## config.mk

```make
export PLATFORM = sky130hd
export DESIGN_NAME = fir_audio_i2s_tx_flat
export DESIGN_NICKNAME = d
export VERILOG_FILES = /design/src/rtl/fir_audio_pkg.sv /design/src/rtl/fir_audio_i2s_tx_if.sv /design/src/rtl/audio_sample_fifo.sv /design/src/rtl/fir_audio_i2s_tx.sv /design/src/flat_wrapper.sv
export SDC_FILE = /design/constraint.sdc
export NUM_CORES = 1
export LEC_CHECK = 0
export ABC_AREA = 1
export CAP_MARGIN = 20
export CORE_ASPECT_RATIO = 1.5
export CORE_UTILIZATION = 45
export CTS_BUF_LIST = sky130_fd_sc_hd__clkbuf_2 sky130_fd_sc_hd__clkbuf_4 sky130_fd_sc_hd__clkbuf_8
export DETAILED_ROUTE_END_ITERATION = 6
export PLACE_DENSITY = 0.6
export SKIP_CTS_REPAIR_TIMING = 1
export SYNTH_ARGS = -nofsm -noshare
export SYNTH_HDL_FRONTEND = slang
export SYNTH_SLANG_ARGS = --single-unit
```

## constraint.sdc

```tcl
create_clock -name clk -period 5.1 [get_ports clk]
set_input_delay 0.765 -clock clk [delete_from_list [all_inputs] [get_ports clk]]
set_output_delay 0.765 -clock clk [all_outputs]
set_load 0.05 [all_outputs]
```

## src/rtl/fir_audio_pkg.sv

```systemverilog
// Shared widths, frame geometry and the FIR-to-sample conversion used by the
// audio I2S transmitter.
package fir_audio_pkg;

  localparam int FIR_DOUT_W      = 36;
  localparam int SAMPLE_W        = 16;
  localparam int SLOTS_PER_FRAME = 64;
  localparam int SLOT_W          = $clog2(SLOTS_PER_FRAME);

  localparam int LEFT_FIRST_SLOT  = 1;
  localparam int LEFT_LAST_SLOT   = 16;
  localparam int RIGHT_START_SLOT = 32;
  localparam int RIGHT_FIRST_SLOT = 33;
  localparam int RIGHT_LAST_SLOT  = 48;

  localparam int SAT_MAX = 32767;
  localparam int SAT_MIN = -32768;

  // Round half up at bit 'shift', then clamp into the signed 16-bit range.
  function automatic logic [SAMPLE_W-1:0] round_sat(input logic [FIR_DOUT_W-1:0] d,
                                                    input int shift);
    logic signed [FIR_DOUT_W:0] sum;
    logic signed [FIR_DOUT_W:0] r;
    sum = {d[FIR_DOUT_W-1], d} + ((FIR_DOUT_W + 1)'(1) << (shift - 1));
    r   = sum >>> shift;
    if (r > (FIR_DOUT_W + 1)'(SAT_MAX)) begin
      return SAMPLE_W'(SAT_MAX);
    end else if (r < (FIR_DOUT_W + 1)'(SAT_MIN)) begin
      return SAMPLE_W'(SAT_MIN);
    end
    return r[SAMPLE_W-1:0];
  endfunction

endpackage

```

## src/rtl/fir_audio_i2s_tx_if.sv

```systemverilog
// Sample input strobe/data plus I2S and status outputs of the transmitter.
interface fir_audio_i2s_tx_if #(
  parameter int FIFO_DEPTH = 8
);
  import fir_audio_pkg::*;

  localparam int LEVEL_W = $clog2(FIFO_DEPTH) + 1;

  logic                  rdy;
  logic [FIR_DOUT_W-1:0] dout;
  logic                  bclk;
  logic                  lrck;
  logic                  sdata;
  logic [LEVEL_W-1:0]    fifo_level;
  logic                  overflow;
  logic                  underrun;

  modport master (
    output rdy, dout,
    input  bclk, lrck, sdata, fifo_level, overflow, underrun
  );

  modport slave (
    input  rdy, dout,
    output bclk, lrck, sdata, fifo_level, overflow, underrun
  );

endinterface

```

## src/rtl/audio_sample_fifo.sv

```systemverilog
// Single-clock sample FIFO; a push into a full FIFO is taken only when a pop
// frees an entry on the same edge.
module audio_sample_fifo
  import fir_audio_pkg::*;
#(
  parameter int DEPTH = 8
) (
  input  logic                    clk,
  input  logic                    sclr,
  input  logic                    push_i,
  input  logic                    pop_i,
  input  logic [SAMPLE_W-1:0]     wr_data_i,
  output logic [SAMPLE_W-1:0]     rd_data_o,
  output logic                    full_o,
  output logic                    empty_o,
  output logic [$clog2(DEPTH):0]  level_o
);
  localparam int PTR_W   = $clog2(DEPTH);
  localparam int LEVEL_W = PTR_W + 1;

  logic [SAMPLE_W-1:0] mem_q [DEPTH];
  logic [PTR_W-1:0]    wr_ptr_q, rd_ptr_q;
  logic [LEVEL_W-1:0]  level_q;
  logic                wr_en, rd_en;

  assign full_o    = (level_q == LEVEL_W'(DEPTH));
  assign empty_o   = (level_q == '0);
  assign rd_en     = pop_i & ~empty_o;
  assign wr_en     = push_i & (~full_o | rd_en);
  assign rd_data_o = mem_q[rd_ptr_q];
  assign level_o   = level_q;

  // NOTE: the storage array has no reset; clearing the pointers and level is what discards its contents.
  always_ff @(posedge clk) begin
    if (wr_en) begin
      mem_q[wr_ptr_q] <= wr_data_i;
    end
  end

  always_ff @(posedge clk) begin
    if (sclr) begin
      wr_ptr_q <= '0;
      rd_ptr_q <= '0;
      level_q  <= '0;
    end else begin
      if (wr_en) wr_ptr_q <= wr_ptr_q + PTR_W'(1);
      if (rd_en) rd_ptr_q <= rd_ptr_q + PTR_W'(1);
      level_q <= level_q + LEVEL_W'(wr_en) - LEVEL_W'(rd_en);
    end
  end

endmodule

```

## src/rtl/fir_audio_i2s_tx.sv

```systemverilog
// FIR output to mono I2S transmitter: round/saturate to 16 bits, buffer in a
// FIFO, and shift each sample out on both channels of a 64-slot frame.
module fir_audio_i2s_tx
  import fir_audio_pkg::*;
#(
  parameter int SHIFT      = 17,
  parameter int FIFO_DEPTH = 8,
  parameter int BCLK_DIV   = 2
) (
  input logic               clk,
  input logic               sclr,
  fir_audio_i2s_tx_if.slave bus
);
  localparam int LEVEL_W = $clog2(FIFO_DEPTH) + 1;
  localparam int DIV_W   = $clog2(BCLK_DIV + 1);

  logic [DIV_W-1:0]    div_q, div_d;
  logic                bclk_q, bclk_d;
  logic                lrck_q, lrck_d;
  logic                sdata_q, sdata_d;
  logic [SLOT_W-1:0]   slot_q, slot_d;
  logic [SAMPLE_W-1:0] shift_q, shift_d;
  logic [SAMPLE_W-1:0] pend_q, pend_d;
  logic                pend_valid_q, pend_valid_d;
  logic                overflow_q, overflow_d;
  logic                underrun_q, underrun_d;

  logic                tick, slot_start, frame_start, in_data_slot;
  logic                fifo_pop, fifo_full, fifo_empty;
  logic [SAMPLE_W-1:0] fifo_rd_data;
  logic [LEVEL_W-1:0]  fifo_level;

  audio_sample_fifo #(.DEPTH(FIFO_DEPTH)) u_fifo (
    .clk       (clk),
    .sclr      (sclr),
    .push_i    (pend_valid_q),
    .pop_i     (fifo_pop),
    .wr_data_i (pend_q),
    .rd_data_o (fifo_rd_data),
    .full_o    (fifo_full),
    .empty_o   (fifo_empty),
    .level_o   (fifo_level)
  );

  always_comb begin
    // NOTE: every next-state value defaults to its register first, so no branch can infer a latch.
    div_d        = div_q + DIV_W'(1);
    bclk_d       = bclk_q;
    lrck_d       = lrck_q;
    sdata_d      = sdata_q;
    slot_d       = slot_q;
    shift_d      = shift_q;
    underrun_d   = underrun_q;
    in_data_slot = 1'b0;

    tick        = (div_q == DIV_W'(BCLK_DIV - 1));
    slot_start  = tick & bclk_q;
    frame_start = slot_start && (slot_q == SLOT_W'(SLOTS_PER_FRAME - 1));
    fifo_pop    = frame_start & ~fifo_empty;

    if (tick) begin
      div_d  = '0;
      bclk_d = ~bclk_q;
    end

    // A slot begins on each bclk falling edge; slot counter wraps 63 -> 0.
    if (slot_start) begin
      slot_d       = slot_q + SLOT_W'(1);
      lrck_d       = (slot_d >= SLOT_W'(RIGHT_START_SLOT));
      in_data_slot = (slot_d >= SLOT_W'(LEFT_FIRST_SLOT)  && slot_d <= SLOT_W'(LEFT_LAST_SLOT)) ||
                     (slot_d >= SLOT_W'(RIGHT_FIRST_SLOT) && slot_d <= SLOT_W'(RIGHT_LAST_SLOT));
      sdata_d      = 1'b0;
      if (frame_start) begin
        shift_d    = fifo_empty ? '0 : fifo_rd_data;
        underrun_d = underrun_q | fifo_empty;
      end else if (in_data_slot) begin
        // Rotate so the word is intact again for the right channel.
        sdata_d = shift_q[SAMPLE_W-1];
        shift_d = {shift_q[SAMPLE_W-2:0], shift_q[SAMPLE_W-1]};
      end
    end

    overflow_d   = overflow_q | (pend_valid_q & fifo_full & ~fifo_pop);
    pend_valid_d = bus.rdy;
    pend_d       = bus.rdy ? round_sat(bus.dout, SHIFT) : pend_q;
  end

  // NOTE: registers take non-blocking assignments so every flop samples pre-edge values together.
  always_ff @(posedge clk) begin
    if (sclr) begin
      div_q        <= '0;
      bclk_q       <= 1'b0;
      lrck_q       <= 1'b1;
      sdata_q      <= 1'b0;
      slot_q       <= SLOT_W'(SLOTS_PER_FRAME - 1);
      shift_q      <= '0;
      pend_q       <= '0;
      pend_valid_q <= 1'b0;
      overflow_q   <= 1'b0;
      underrun_q   <= 1'b0;
    end else begin
      div_q        <= div_d;
      bclk_q       <= bclk_d;
      lrck_q       <= lrck_d;
      sdata_q      <= sdata_d;
      slot_q       <= slot_d;
      shift_q      <= shift_d;
      pend_q       <= pend_d;
      pend_valid_q <= pend_valid_d;
      overflow_q   <= overflow_d;
      underrun_q   <= underrun_d;
    end
  end

  assign bus.bclk       = bclk_q;
  assign bus.lrck       = lrck_q;
  assign bus.sdata      = sdata_q;
  assign bus.fifo_level = fifo_level;
  assign bus.overflow   = overflow_q;
  assign bus.underrun   = underrun_q;

endmodule
```

## src/flat_wrapper.sv

```systemverilog
// flat-port wrapper written by rule: the top's interface ports become plain ports
module fir_audio_i2s_tx_flat import fir_audio_pkg::*;
#(
  parameter int SHIFT      = 17,
  parameter int FIFO_DEPTH = 8,
  parameter int BCLK_DIV   = 2
)
  (clk, sclr, bus_rdy, bus_dout, bus_bclk, bus_lrck, bus_sdata, bus_fifo_level, bus_overflow, bus_underrun);
  fir_audio_i2s_tx_if #(.FIFO_DEPTH(FIFO_DEPTH)) bus_i ();
  input logic clk;
  input logic sclr;
  input wire logic [$bits(bus_i.rdy)-1:0] bus_rdy;
  input wire logic [$bits(bus_i.dout)-1:0] bus_dout;
  output wire logic [$bits(bus_i.bclk)-1:0] bus_bclk;
  output wire logic [$bits(bus_i.lrck)-1:0] bus_lrck;
  output wire logic [$bits(bus_i.sdata)-1:0] bus_sdata;
  output wire logic [$bits(bus_i.fifo_level)-1:0] bus_fifo_level;
  output wire logic [$bits(bus_i.overflow)-1:0] bus_overflow;
  output wire logic [$bits(bus_i.underrun)-1:0] bus_underrun;
  assign bus_i.rdy = bus_rdy;
  assign bus_i.dout = bus_dout;
  assign bus_bclk = bus_i.bclk;
  assign bus_lrck = bus_i.lrck;
  assign bus_sdata = bus_i.sdata;
  assign bus_fifo_level = bus_i.fifo_level;
  assign bus_overflow = bus_i.overflow;
  assign bus_underrun = bus_i.underrun;
  fir_audio_i2s_tx #(.SHIFT(SHIFT), .FIFO_DEPTH(FIFO_DEPTH), .BCLK_DIV(BCLK_DIV)) u_core (.clk(clk), .sclr(sclr), .bus(bus_i));
endmodule
```

==> metrics.md <==
| Metric | Value |
|---|---|
| Status | completed |
| Synth top cells by count | nor2_1 (131), edfxtp_1 (128), nand2_1 (84), o21ai_0 (63), dfxtp_1 (58) |
| # rows | 59 |
| Crit path kind | reg -> reg |
| Synthesized area | 8113 um^2 |
| CTS H-tree lvls | 4 |
| Placer Congestion | 0.8398 |
| CP top delay family | adder cells |
| Synth Flop Type | edfxtp_1 |
| Mux cell area share after synthesis | 0% |
| Fraction of layout cells with a size suffix above 1 | 11.33% |
| All-Layer GR Usage | 20.14% |
| First-pass GRT wire length | 28.54 mm |
| XOR/XNOR Fraction of Synth Area | 1.943% |
| CP required | between 5 and 6 ns |
| Largest net degree at the start of global routing | between 60 and 70 |
| Adder-cell share of the synthesized area | 2.252% |
| Top-count cell post-synth | nor2_1 |
| Skew final | 0.01861 ns |
| Final instance area | about 9000 um^2 |
| # setup viols final | 0 |
| Initial Util | a little under half |
| Wire length per cell | between 15 and 20 um |
| Total power | just over 0.003 W |
| Pwr dens | 344.1 nW/um^2 |
| CP peak stage delay | 0.44 ns |
| WHS | ~0.43 ns |
| Ys Warns | 0 |
| Core footprint | 17500 um^2 |
| Post-synth ARST share | 0% |
| Worst path slowest cell | inv_2 |
| DP Area | 8618 um^2 |
| Hold path depth | 1 |
| Top cells by area, synth | edfxtp_1 (47%), dfxtp_1 (14%), nor2_1 (6.1%) |
| Fill cell count | 1567 |
| Max Clk Rate | between 300 and 400 MHz |
| Initial DRC Count | about 350 |
| Number of port buffers | 31 |
| DRC | 0 |
| N_diodes | 0 |
| Initial antenna violation count | 0 |
| Synth cell types | 39 |
| CP Capture Type | register |
| Compound-Gate Fraction of Synth Area | 13.68% |
| Capture point of the worst reg-to-reg path | u_core.u_fifo.level_o[2]$_SDFF_PP0_ |
| CTS Root Cell | clkbuf_8 |
| Unrepaired setup endpoints after global routing | no |
| WL final | 17.54 mm |
| Die width | between 100 and 150 um |
| Hold Path Sink | u_core.div_q[0]$_SDFF_PP0_ |
| Clk_lat worst skew | 0.46 ns |
| HP Start | u_core.div_q[0]$_SDFF_PP0_ |
| Layout area overhead | 11.14% |
| Setup_tns | 0 ns |
| Clock sink count | 186 |
| Post-Syn Instances | 772 |
| TritonRoute pass-1 iters | 4 |
| Class of the worst hold path | reg -> reg |
| Slew headroom | 29.05% |
| CP Launch Type | register |
| Worst r2r src | u_core.div_q[1]$_SDFF_PP0_ |
| Max Cap Viol | 0 |
| Reg2Reg Setup Slack | between 1.5 and 2 ns |
| Worst-path cell chain | inv_1 > ha_1 > nand2_1 > nor2_1 > nand2_1 > nor2_4 > nand2_2 > inv_2 > ha_1 > inv_1 > ha_1 > inv_1 > fa_1 > xor2_1 > nor2_1 |
| CTS max path bufs | 2 |
| Final slew viol count | 0 |
| Reg2Reg Depth | 15 |
| DRT antenna net count | 0 |
| Leakage | 3.338 nW |
| Final hold vios | 0 |
| Critical path data arrival time | ~3.5 ns |
| Yosys top cell by area | edfxtp_1 |
| Main combinational cell family by area after synthesis | simple AND/OR/NAND/NOR gates |
| TritonCTS Buffers | 17 |
| CTS tree | done |
| Buf+Inv Stages, Crit Path | 4 |
| DR vias | 5507 |
| Syn Nets | about 830 |
| Die Y | 166.4 um |
| Minimum clock period | 3.169 ns |
| Final nets | 852 |
| DR vias/cell | 5.373 |
| Count of state elements after synthesis | 186 |
| Reg clk slew, reported paths | 0.09 ns |
| Top-level I/O count | 48 |
| Area share of the largest cell type after synthesis | approximately 47% |
| Post-synthesis sequential area ratio | 61.69% |
| Final period util | 62.14% |
| Die area | 18580 um^2 |
| Vias in the first global route | 5617 |
| Worst-Margin Slew | 1.062 ns |
| CP Max Fanout | 23 |
| Peak supply drop | 0.2118 mV |
| Simple-gate portion of the synthesized area | around 16% |
| Post-Syn Area per Cell | 10.51 um^2 |
| Grt ovf | 0 |
| Final core occ | 51.53% |
| EDFF count, synth | 128 |
| Post-detail-place hpwl | 10.91 mm |
[sequential cells by signal, indices dropped and copies added, names as in the netlist, named ones only]
signal                  flops
u_core.div_q                2
u_core.u_fifo.level_o       4
u_core.pend_q              16
u_core.bus.overflow         1
u_core.u_fifo.wr_ptr_q      3
u_core.pend_valid_q         1
u_core.shift_q             16
u_core.slot_q               6
u_core.u_fifo.rd_ptr_q      3
u_core.bus.underrun         1
u_core.u_fifo.mem_q       128
u_core.bus.sdata            1
u_core.bus.bclk             1
[through the flow]
stage | std cells | setup WS [ns]
2_1_floorplan | 772 | 2.321
3_3_place_gp | 992 | 1.885
3_5_place_dp | 992 | 1.897
4_1_cts | 1024 | 1.870
5_1_grt | 1025 | 1.478
6_report | 1025 | 1.931
[how the worst max path moves through the flow]
stage	slack [ns]	depth (start not counted)	endpoint	start
6_report	1.93	15	u_core.u_fifo.level_o[2]$_SDFF_PP0_	u_core.div_q[1]$_SDFF_PP0_
5_1_grt	1.48	16	u_core.u_fifo.level_o[3]$_SDFF_PP0_	u_core.div_q[1]$_SDFF_PP0_
4_1_cts	1.87	15	u_core.u_fifo.level_o[2]$_SDFF_PP0_	u_core.div_q[1]$_SDFF_PP0_
3_5_place_dp	1.90	15	u_core.u_fifo.level_o[2]$_SDFF_PP0_	u_core.div_q[1]$_SDFF_PP0_
3_3_place_gp	1.88	14	u_core.u_fifo.level_o[2]$_SDFF_PP0_	u_core.div_q[0]$_SDFF_PP0_
2_1_floorplan	2.32	10	u_core.u_fifo.mem_q[0][0]$_DFFE_PP_	u_core.bus.bclk$_SDFFE_PP0N_
[metal layers]
metal  up-vias  global-route usage (%)  wire length, um
met4         0                   8.402              386
met2       115                   37.70             9496
li1       2720                       -                -
met3        23                   2.911              530
met5         -                       0                0
met1      2649                   22.53             7127
[placed cells by master, fill, tap and decap left out, drive strengths merged, types with 9 or more instances in the layout]
| cell type | instances |
|---|---|
| buf | 13 |
| nand2 | 106 |
| dfxtp | 58 |
| edfxtp | 128 |
| o21bai | 34 |
| nand3 | 35 |
| o221ai | 32 |
| ha | 13 |
| clkdlybuf4s50 | 31 |
| clkbuf | 17 |
| nor2 | 139 |
| xor2 | 11 |
| clkinv | 9 |
| o21ai | 70 |
| a21oi | 28 |
| inv | 64 |
[cell families (layout without fill, tap and decap cells)]
family	after synthesis	after routing
AND/OR/NAND/NOR	287	287
flip-flops	186	186
adder cells (fa/ha/maj)	14	14
XOR/XNOR	18	18
buffers and inverters	98	138
AO/OA/AOI/OAI	169	169
[power breakdown]
group          switching (W)  leakage (nW)  internal, W  total, W
combinational       0.000281          1.50     0.000158  0.000439
sequential         0.0000532          1.65      0.00169   0.00174
clock               0.000528         0.184     0.000394  0.000922
[final cells by class]
| type | count | area [um^2] | share of cell area [%] |
|---|---|---|---|
| Tap cell | 213 | 266.5 | 2.956 |
| Multi-Input combinational cell | 488 | 2713 | 30.09 |
| Clock inverter | 15 | 143.9 | 1.596 |
| Sequential cell | 186 | 5006 | 55.52 |
| Inverter | 62 | 232.7 | 2.581 |
| Clock buffer | 17 | 234.0 | 2.595 |
| Timing Repair Buffer | 44 | 420.4 | 4.663 |
No activity file was read; power rests on OpenSTA's default activity.
